[src/rtl/imem_loader.sv]
// Boot-time instruction memory loader.
// Accepts a length-prefixed byte stream (valid/ready), packs big-endian
// 32-bit words and writes them to consecutive word addresses starting at
// BASE_ADDR. The CPU is held in reset (cpu_hold) until the image is complete.
//
// Handshake: a byte moves only on a cycle where in_valid && in_ready at the
// rising clock edge. in_ready depends only on the current state, never on
// in_valid, so the source may hold in_valid high across stall cycles.
`timescale 1ns/1ps

module imem_loader #(
    parameter int                    ADDR_WIDTH = 9,
    parameter logic [ADDR_WIDTH-1:0] BASE_ADDR  = '0,
    parameter int                    MAX_WORDS  = 128
) (
    input  logic                  clk,
    input  logic                  reset,
    input  logic                  start,
    input  logic                  in_valid,
    input  logic [7:0]            in_data,
    output logic                  in_ready,
    output logic                  mem_we,
    output logic [ADDR_WIDTH-1:0] mem_addr,
    output logic [31:0]           mem_wdata,
    output logic                  cpu_hold,
    output logic                  busy,
    output logic                  done,
    output logic                  error,
    output logic [15:0]           words_loaded
);

    typedef enum logic [2:0] {
        S_IDLE   = 3'd0,
        S_LEN_HI = 3'd1,
        S_LEN_LO = 3'd2,
        S_BYTES  = 3'd3,
        S_WRITE  = 3'd4,
        S_DONE   = 3'd5,
        S_ERROR  = 3'd6
    } state_t;

    // Current FSM state; kept as a named signal so checkers can bind to it.
    state_t      state;
    state_t      state_next;

    logic [15:0] len;
    logic [1:0]  byte_idx;
    logic [31:0] word_buf;

    logic        xfer;
    logic        can_start;
    logic [15:0] len_full;
    logic        last_word;

    assign xfer      = in_valid && in_ready;
    assign can_start = (state == S_IDLE) || (state == S_DONE) || (state == S_ERROR);
    // Full length as it will be once the low byte on in_data is latched.
    assign len_full  = {len[15:8], in_data};
    assign last_word = (words_loaded + 16'd1) == len;

    // State register.
    always_ff @(posedge clk or negedge reset) begin
        if (!reset) begin
            state <= S_IDLE;
        end else begin
            state <= state_next;
        end
    end

    // Next-state decode.
    always_comb begin
        state_next = state;
        case (state)
            S_IDLE, S_DONE, S_ERROR: begin
                if (start) state_next = S_LEN_HI;
            end
            S_LEN_HI: begin
                if (xfer) state_next = S_LEN_LO;
            end
            S_LEN_LO: begin
                if (xfer) begin
                    if (len_full == 16'd0)                  state_next = S_DONE;
                    else if (len_full > 16'(MAX_WORDS))     state_next = S_ERROR;
                    else                                    state_next = S_BYTES;
                end
            end
            S_BYTES: begin
                if (xfer && (byte_idx == 2'd3)) state_next = S_WRITE;
            end
            S_WRITE: begin
                state_next = last_word ? S_DONE : S_BYTES;
            end
            default: state_next = S_IDLE;
        endcase
    end

    // Combinational outputs decoded from the current state.
    always_comb begin
        in_ready = 1'b0;
        mem_we   = 1'b0;
        case (state)
            S_LEN_HI, S_LEN_LO, S_BYTES: in_ready = 1'b1;
            S_WRITE:                     mem_we   = 1'b1;
            default: ;
        endcase
    end

    // Datapath and registered status: length, word assembly, write port, flags.
    always_ff @(posedge clk or negedge reset) begin
        if (!reset) begin
            len          <= '0;
            byte_idx     <= '0;
            word_buf     <= '0;
            mem_addr     <= BASE_ADDR;
            mem_wdata    <= '0;
            cpu_hold     <= 1'b1;
            busy         <= 1'b0;
            done         <= 1'b0;
            error        <= 1'b0;
            words_loaded <= '0;
        end else begin
            if (can_start && start) begin
                busy         <= 1'b1;
                cpu_hold     <= 1'b1;
                done         <= 1'b0;
                error        <= 1'b0;
                words_loaded <= '0;
                mem_addr     <= BASE_ADDR;
            end else begin
                case (state)
                    S_LEN_HI: begin
                        if (xfer) len[15:8] <= in_data;
                    end
                    S_LEN_LO: begin
                        if (xfer) begin
                            len[7:0] <= in_data;
                            byte_idx <= 2'd0;
                            if (len_full == 16'd0) begin
                                busy <= 1'b0;
                                done <= 1'b1;
                            end else if (len_full > 16'(MAX_WORDS)) begin
                                busy  <= 1'b0;
                                error <= 1'b1;
                            end
                        end
                    end
                    S_BYTES: begin
                        if (xfer) begin
                            word_buf <= {word_buf[23:0], in_data};
                            byte_idx <= byte_idx + 2'd1;
                            // Present the finished word and its address for the WRITE cycle.
                            if (byte_idx == 2'd3) begin
                                mem_wdata <= {word_buf[23:0], in_data};
                                mem_addr  <= BASE_ADDR + ADDR_WIDTH'({words_loaded, 2'b00});
                            end
                        end
                    end
                    S_WRITE: begin
                        words_loaded <= words_loaded + 16'd1;
                        if (last_word) begin
                            busy <= 1'b0;
                            done <= 1'b1;
                        end
                    end
                    // CPU release lags DONE entry by one cycle.
                    S_DONE: cpu_hold <= 1'b0;
                    default: ;
                endcase
            end
        end
    end

endmodule
[config.mk]
export PLATFORM = sky130hd
export DESIGN_NAME = imem_loader
export DESIGN_NICKNAME = d
export VERILOG_FILES = /design/src/rtl/imem_loader.sv
export SDC_FILE = /design/constraint.sdc
export NUM_CORES = 1
export LEC_CHECK = 0
export CAP_MARGIN = 5
export CORE_ASPECT_RATIO = 1.25
export CORE_MARGIN = 5
export CORE_UTILIZATION = 60
export DETAILED_ROUTE_END_ITERATION = 12
export DONT_BUFFER_PORTS = 1
export PLACE_DENSITY = 0.76
export SETUP_SLACK_MARGIN = 0.4
export SYNTH_ARGS = -nofsm -noshare
export SYNTH_HDL_FRONTEND = slang
export SYNTH_SLANG_ARGS = --single-unit
[constraint.sdc]
create_clock -name clk -period 5.7 [get_ports clk]
set_input_delay 1.14 -clock clk [delete_from_list [all_inputs] [get_ports clk]]
set_output_delay 1.14 -clock clk [all_outputs]
set_load 0.02 [all_outputs]
==> results of run 1 <==
==> worst reg2reg max path: stages, from the launching register on <==
cell and delay, ns:
dfrtp_1 0.66, ha_1 0.33, nand3_1 0.20, or4_4 0.61
a311oi_2 0.28, nand4_1 0.15, a2111o_1 0.47, o21a_1 0.20
a211o_1 0.30
==> cells in the final DEF (no fill, tap or decap), types with 3 or more instances in the layout <==
cell	synthesis	routed
a21oi_1	12	12
a31oi_1	5	5
and3_1	5	5
and4_1	4	4
buf_4	9	4
clkbuf_8	0	9
dfrtp_1	103	103
inv_1	10	10
mux2_2	39	39
nand2_1	132	132
nand2b_1	5	5
nand3_1	11	11
nand4_1	10	10
nor2_1	28	27
nor2b_1	4	4
nor3_1	4	4
nor4_1	3	3
o21ai_0	26	26
o22ai_1	3	3
o31ai_1	3	3
or3_1	3	3
xnor2_1	15	15
xor2_1	10	10
==> registers in the layout, indices dropped and copies added, names as in the netlist <==
register / flops
cpu_hold: 1
mem_addr: 7
state: 3
words_loaded: 16
error: 1
byte_idx: 2
len: 16
word_buf: 24
mem_wdata: 32
busy: 1
done: 1
==> kinds of logic (layout without fill, tap and decap cells) <==
logic type      count (synthesis)  in the layout  share of synthesized area (%)
simple gates                  220            220                           20.3
flops                         104            104                           52.6
compound gates                 70             70                           9.15
buf+inv                        41             31                           3.89
mux                            40             40                           9.08
xor+xnor                       25             25                           4.42
fa+ha+maj                       2              2                          0.506
other cells                     1              2                         0.0758
==> metal layers <==
metal,GRT usage [%],wire length (um)
met5,0,0
met4,8.61,263
met3,6.15,899
met2,36.2,5380
met1,29.2,4490
==> synthesized netlist by cell type, drive strengths merged, types with 4 or more instances <==
master,instances
nand2b,5
mux2,39
dfrtp,103
and4,5
xor2,10
nor2b,4
nand3,11
inv,10
and3,5
buf,13
nand2,132
clkbuf,17
xnor2,15
nor3,4
or3,4
a21oi,12
o21ai,26
nor2,28
a31oi,5
nand4,11
==> worst paths after layout <==
kind | slack (ns) | endpoint | from | cells past startpoint
min in group clk | 0.48 | mem_wdata[31] | word_buf[23] | 2
worst max register to register | 2.40 | busy | words_loaded[0] | 8
worst min register to register | 0.48 | mem_wdata[31] | word_buf[23] | 2
worst max-delay path | 2.40 | busy | words_loaded[0] | 8
max in group asynchronous | 5.04 | cpu_hold | reset | 0
worst min-delay path | 0.45 | words_loaded[13] | reset | 0
==> layout make-up <==
class	count	area, um^2
Fill cell	665	3000
Sequential cell	104	2600
Multi-Input combinational cell	359	2160
Clock buffer	10	128
Tap cell	97	121
Clock inverter	6	61.3
Inverter	11	41.3
Timing Repair Buffer	4	30.0
==> power breakdown <==
part / total [mW] / switching (mW) / internal (mW)
sequential: 1.25 / 0.290 / 0.956
clock: 0.441 / 0.272 / 0.170
combinational: 0.613 / 0.304 / 0.309
==> through the flow <==
| step | area (um^2) | utilization, % |
|---|---|---|
| 3_3_place_gp | 4950 | 60.8 |
| 5_1_grt | 5140 | 63.1 |
| 6_report | 5140 | 63.1 |
| 3_5_place_dp | 4950 | 60.8 |
| 4_1_cts | 5140 | 63.1 |
| 2_1_floorplan | 4950 | - |
==> out/summary.txt, run 1 <==
Core Box Area -> 8150 um^2
DRT Wirelength -> 11000 um
Vias in the first global route -> 3603
Cell family with most CP delay -> compound AO/OA/AOI/OAI gates
DP Worst Slack -> 2.43 ns
DRT Pass-1 Iters -> 5
Final TNS setup -> 0 ns
# DRC -> 0
Clock transition at path regs -> 0.11 ns
Synth Area per Inst -> 9.84 um^2
Die ar. -> 10200 um^2
Synth Flop Type -> dfrtp_1
Rows -> 37
Post-synthesis to final-layout area growth -> 3.94%
Hold-fix buffers at CTS -> 0
Die H -> 112 um
CP Cell Sequence -> ha_1 > nand3_1 > or4_4 > a311oi_2 > nand4_1 > a2111o_1 > o21a_1 > a211o_1
Post-CTS Repair Setup Buffers -> 0
Warnings, synthesis -> 0
Startpoint types -> register
Mapped Cells -> 503
Synth async-reset ratio -> 100%
Vias per cell -> 6.20
Grt ovf -> 0
RSZ-0062 raised after global routing -> no
Die Wd -> 91.2 um
Mapped cell area -> 4950 um^2
Port bufs -> 0
Net count, final -> 503
DP Cell Count -> 575
Post-synthesis cell type count -> 56
Critical path class -> register to register
CTS tree -> built
Worst VDD drop -> 0.000239 V
DPL Wire Length -> 7660 um
Clk sinks -> 104
CP max FO -> 9
CP bufs+invs -> 0
Clock Latency Late Sink -> 0.37 ns
Outcome -> complete, no violations
Iter 0 DRT Violations -> 270
Max-cap violations -> 0
Initial Utilization -> 60.7%
Slew headroom -> 24.2%
Seq/Total Area, Yosys -> 52.6%
Avg WL per Cell -> 18.7 um
TritonCTS Buffers -> 9
Post-synth top area share -> 52.1%
Hold WC Path Type -> input pin to async pin
Total power -> 2.30 mW
Placer Congestion -> 0.960
ANT cells -> 0
Minimum clock period -> 3.30 ns
Layout cells sized above 1 -> 13.6%
Fin. max-slew vios -> 0
First-pass GRT wire length -> 18700 um
CTS HTree Levels -> 3
I/O Pins -> 75
Post-synth EDFFs -> 0
Max Clock Skew -> 0.0114 ns
Leak Pwr -> 2.37 nW
CP max stage delay -> 0.66 ns
Filler-free cell count of the finished design -> 591
Final setup fails -> 0
Vias -> 3667
Hold WS -> 0.450 ns
Crit path required time -> 5.96 ns
PnR worst setup slack -> 2.40 ns
CP arrival -> 3.57 ns
Number of synthesized register bits -> 104
Area leader, netlist -> dfrtp_1
Final period utilization -> 58.0%
Tot GR Track Use -> 22.6%
Initial antenna violation count -> 0
Post-route ant nets -> 0
Critical Path End Type -> register
Longest Clk Path Bufs -> 2
Fmax -> 0.303 GHz
Final hold vios -> 0
Synth area leaders -> dfrtp_1 52%, nand2_1 10%, mux2_2 8.9%, xnor2_1 2.7%, o21ai_0 2.6%
CP max-delay cell -> dfrtp_1
Largest net degree at the start of global routing -> 105
Tightest Pin Transition -> 1.14 ns
Pwr/cell area -> 447 nW/um^2
Post-cts sizing count -> 0
Root Buffer -> clkbuf_8
Note: power is estimated with default switching activity, not from simulation.
==> run 2: changes to the inputs <==
clock period = 3.3 ns   (was 5.7 ns; I/O delays follow)
==> run 2 against run 1 <==
Against the previous run: clock skew increased by 0.0031 ns; clock-buffer cell count increased by 1; largest cell class unchanged; global-route usage increased by 0.75 points; clock power increased by 84%; the flow now finishes with violations (negative hold slack); routed wire length increased by 2.3%.
==> out/summary.txt, run 2 (same netlist as run 1, synthesis figures left out) <==
Final Util -> 64.6%
ANT cells -> 0
Rows -> 37
Leak Pwr -> 2.42 nW
Biggest register -> mem_wdata
M1 WL -> 4390 um
Final period utilization -> 84.8%
Tightest Pin Transition -> 0.686 ns
Crit path required time -> 3.55 ns
Tot GR Track Use -> 23.3%
Critical path class -> register to register
Critical Path End Type -> register
Fmax -> 0.357 GHz
Vias in the first global route -> 3745
Vias per cell -> 6.05
Vias -> 3636
Clock transition at path regs -> 0.10 ns
RSZ-0062 raised after global routing -> no
FF+latch area -> 2610 um^2
Most frequent cells in the layout -> 132 x nand2_1, 97 x dfrtp_1, 39 x mux2_2
I/O Pins -> 75
DRT Pass-1 Iters -> 5
Grt ovf -> 0
CTS tree -> built
Layout cells sized above 1 -> 17.5%
Final hold vios -> 99
CP max-delay cell -> a2111o_1
CP max stage delay -> 0.45 ns
Max-cap violations -> 0
Largest net degree at the start of global routing -> 105
Die Wd -> 91.2 um
Die ar. -> 10200 um^2
# DRC -> 0
Die H -> 112 um
Area of the multi-input gates -> 2180 um^2
CP arrival -> 3.05 ns
Final setup fails -> 0
Met3 WL post-DR -> 973 um
Clock Latency Late Sink -> 0.36 ns
Outcome -> complete, but fails checks
CP Cell Sequence -> buf_4 > and4_4 > and4_1 > xnor2_1 > or4_1 > a2111o_1 > o21a_1 > a211o_1
Slew headroom -> 54.1%
Initial antenna violation count -> 0
Avg WL per Cell -> 18.8 um
Post-route ant nets -> 0
Commonest non-fill, non-tap cell in the layout -> nand2_1
Iter 0 DRT Violations -> 210
Hold WC Path Type -> input pin to async pin
Root Buffer -> clkbuf_8
Max reg flops -> 32
Hold WS -> -0.0250 ns
CTS HTree Levels -> 3
Violated checks -> negative hold slack
Pwr/cell area -> 771 nW/um^2
Port bufs -> 0
Worst VDD drop -> 0.000434 V
Filler cell count -> 631
Longest Clk Path Bufs -> 2
First-pass GRT wire length -> 19000 um
Core Box Area -> 8150 um^2
DPL Wire Length -> 7850 um
Fin. max-slew vios -> 0
WL met2 -> 5700 um
Total power -> 4.06 mW
DRT Wirelength -> 11300 um
Max Clock Skew -> 0.0145 ns
CP max FO -> 8
Net count, final -> 513
Final TNS setup -> 0 ns
Post-synthesis to final-layout area growth -> 6.40%
Placer Congestion -> 0.865
TritonCTS Buffers -> 9
Minimum clock period -> 2.80 ns
Startpoint types -> register
Regs by FF count -> mem_wdata: 32 flops, word_buf: 24 flops
Clk sinks -> 104
Highest routed metal layer -> met4
Initial Utilization -> 60.7%
## run 2: cell types whose count changed in the layout (fill, tap and decap cells not counted), sizes merged
cell	delta
buf	+10
bufinv	+1
clkbuf	+1
clkinv	-1
inv	-1
## run 2: critical path, delay by kind of cell, from the launching register on
| kind | cells | cell delay [ns] |
|---|---|---|
| XOR/XNOR | 1 | 0.08 |
| AO/OA/AOI/OAI | 3 | 0.96 |
| AND/OR/NAND/NOR | 3 | 0.99 |
| buffers and inverters | 1 | 0.23 |
| flip-flops | 1 | 0.42 |
## run 2: per-stage QoR
stage | setup WS [ns] | area [um^2] | cells
after floorplan | 0.422 | 4950 | 504
after global placement | 0.425 | 5020 | 584
after detailed placement | 0.361 | 5020 | 584
after CTS | 0.402 | 5230 | 600
after global routing | 0.406 | 5270 | 601
final | 0.502 | 5270 | 601
## run 2: per-layer routing
metal	GRT usage [%]	vias up
li1	-	1699
met1	28.6	1799
met2	37.9	122
met3	8.38	16
met4	8.41	0
met5	0	-
## run 2: power by group
group | internal (mW) | total [mW] | switching, mW
Sequential | 1.65 | 2.12 | 0.471
Clock | 0.379 | 0.811 | 0.432
Combinational | 0.559 | 1.12 | 0.565
## run 2: final cells by class
type,instances,share of cell area [%]
inverters,11,0.784
repair buffers,14,2.00
clock buffers,11,2.69
well taps,97,2.31
multi-input cells,359,41.4
flip-flops and latches,104,49.6
clock inverters,5,1.19
## run 2: timing repair
item / 4_1_cts / 5_1_grt
pin swaps: 0 / 2
setup buffers: 0 / 1
cloned: 0 / 0
endpoints found under the setup margin: 1 / 2
hold endpoints to repair: 103 / 103
gates resized for setup: 2 / 11
## run 2: path summary, 6_finish.rpt
check                           startpoint       endpoint  cells after the start  slack, ns
setup / recovery           words_loaded[0]           busy                      8       0.50
hold / removal                       reset    mem_addr[8]                      0      -0.03
setup reg to reg           words_loaded[0]           busy                      8       0.50
hold reg to reg               word_buf[18]  mem_wdata[26]                      2       0.47
max in group asynchronous            reset       cpu_hold                      0       3.12
min in group clk                in_data[2]   mem_wdata[2]                      2       0.40
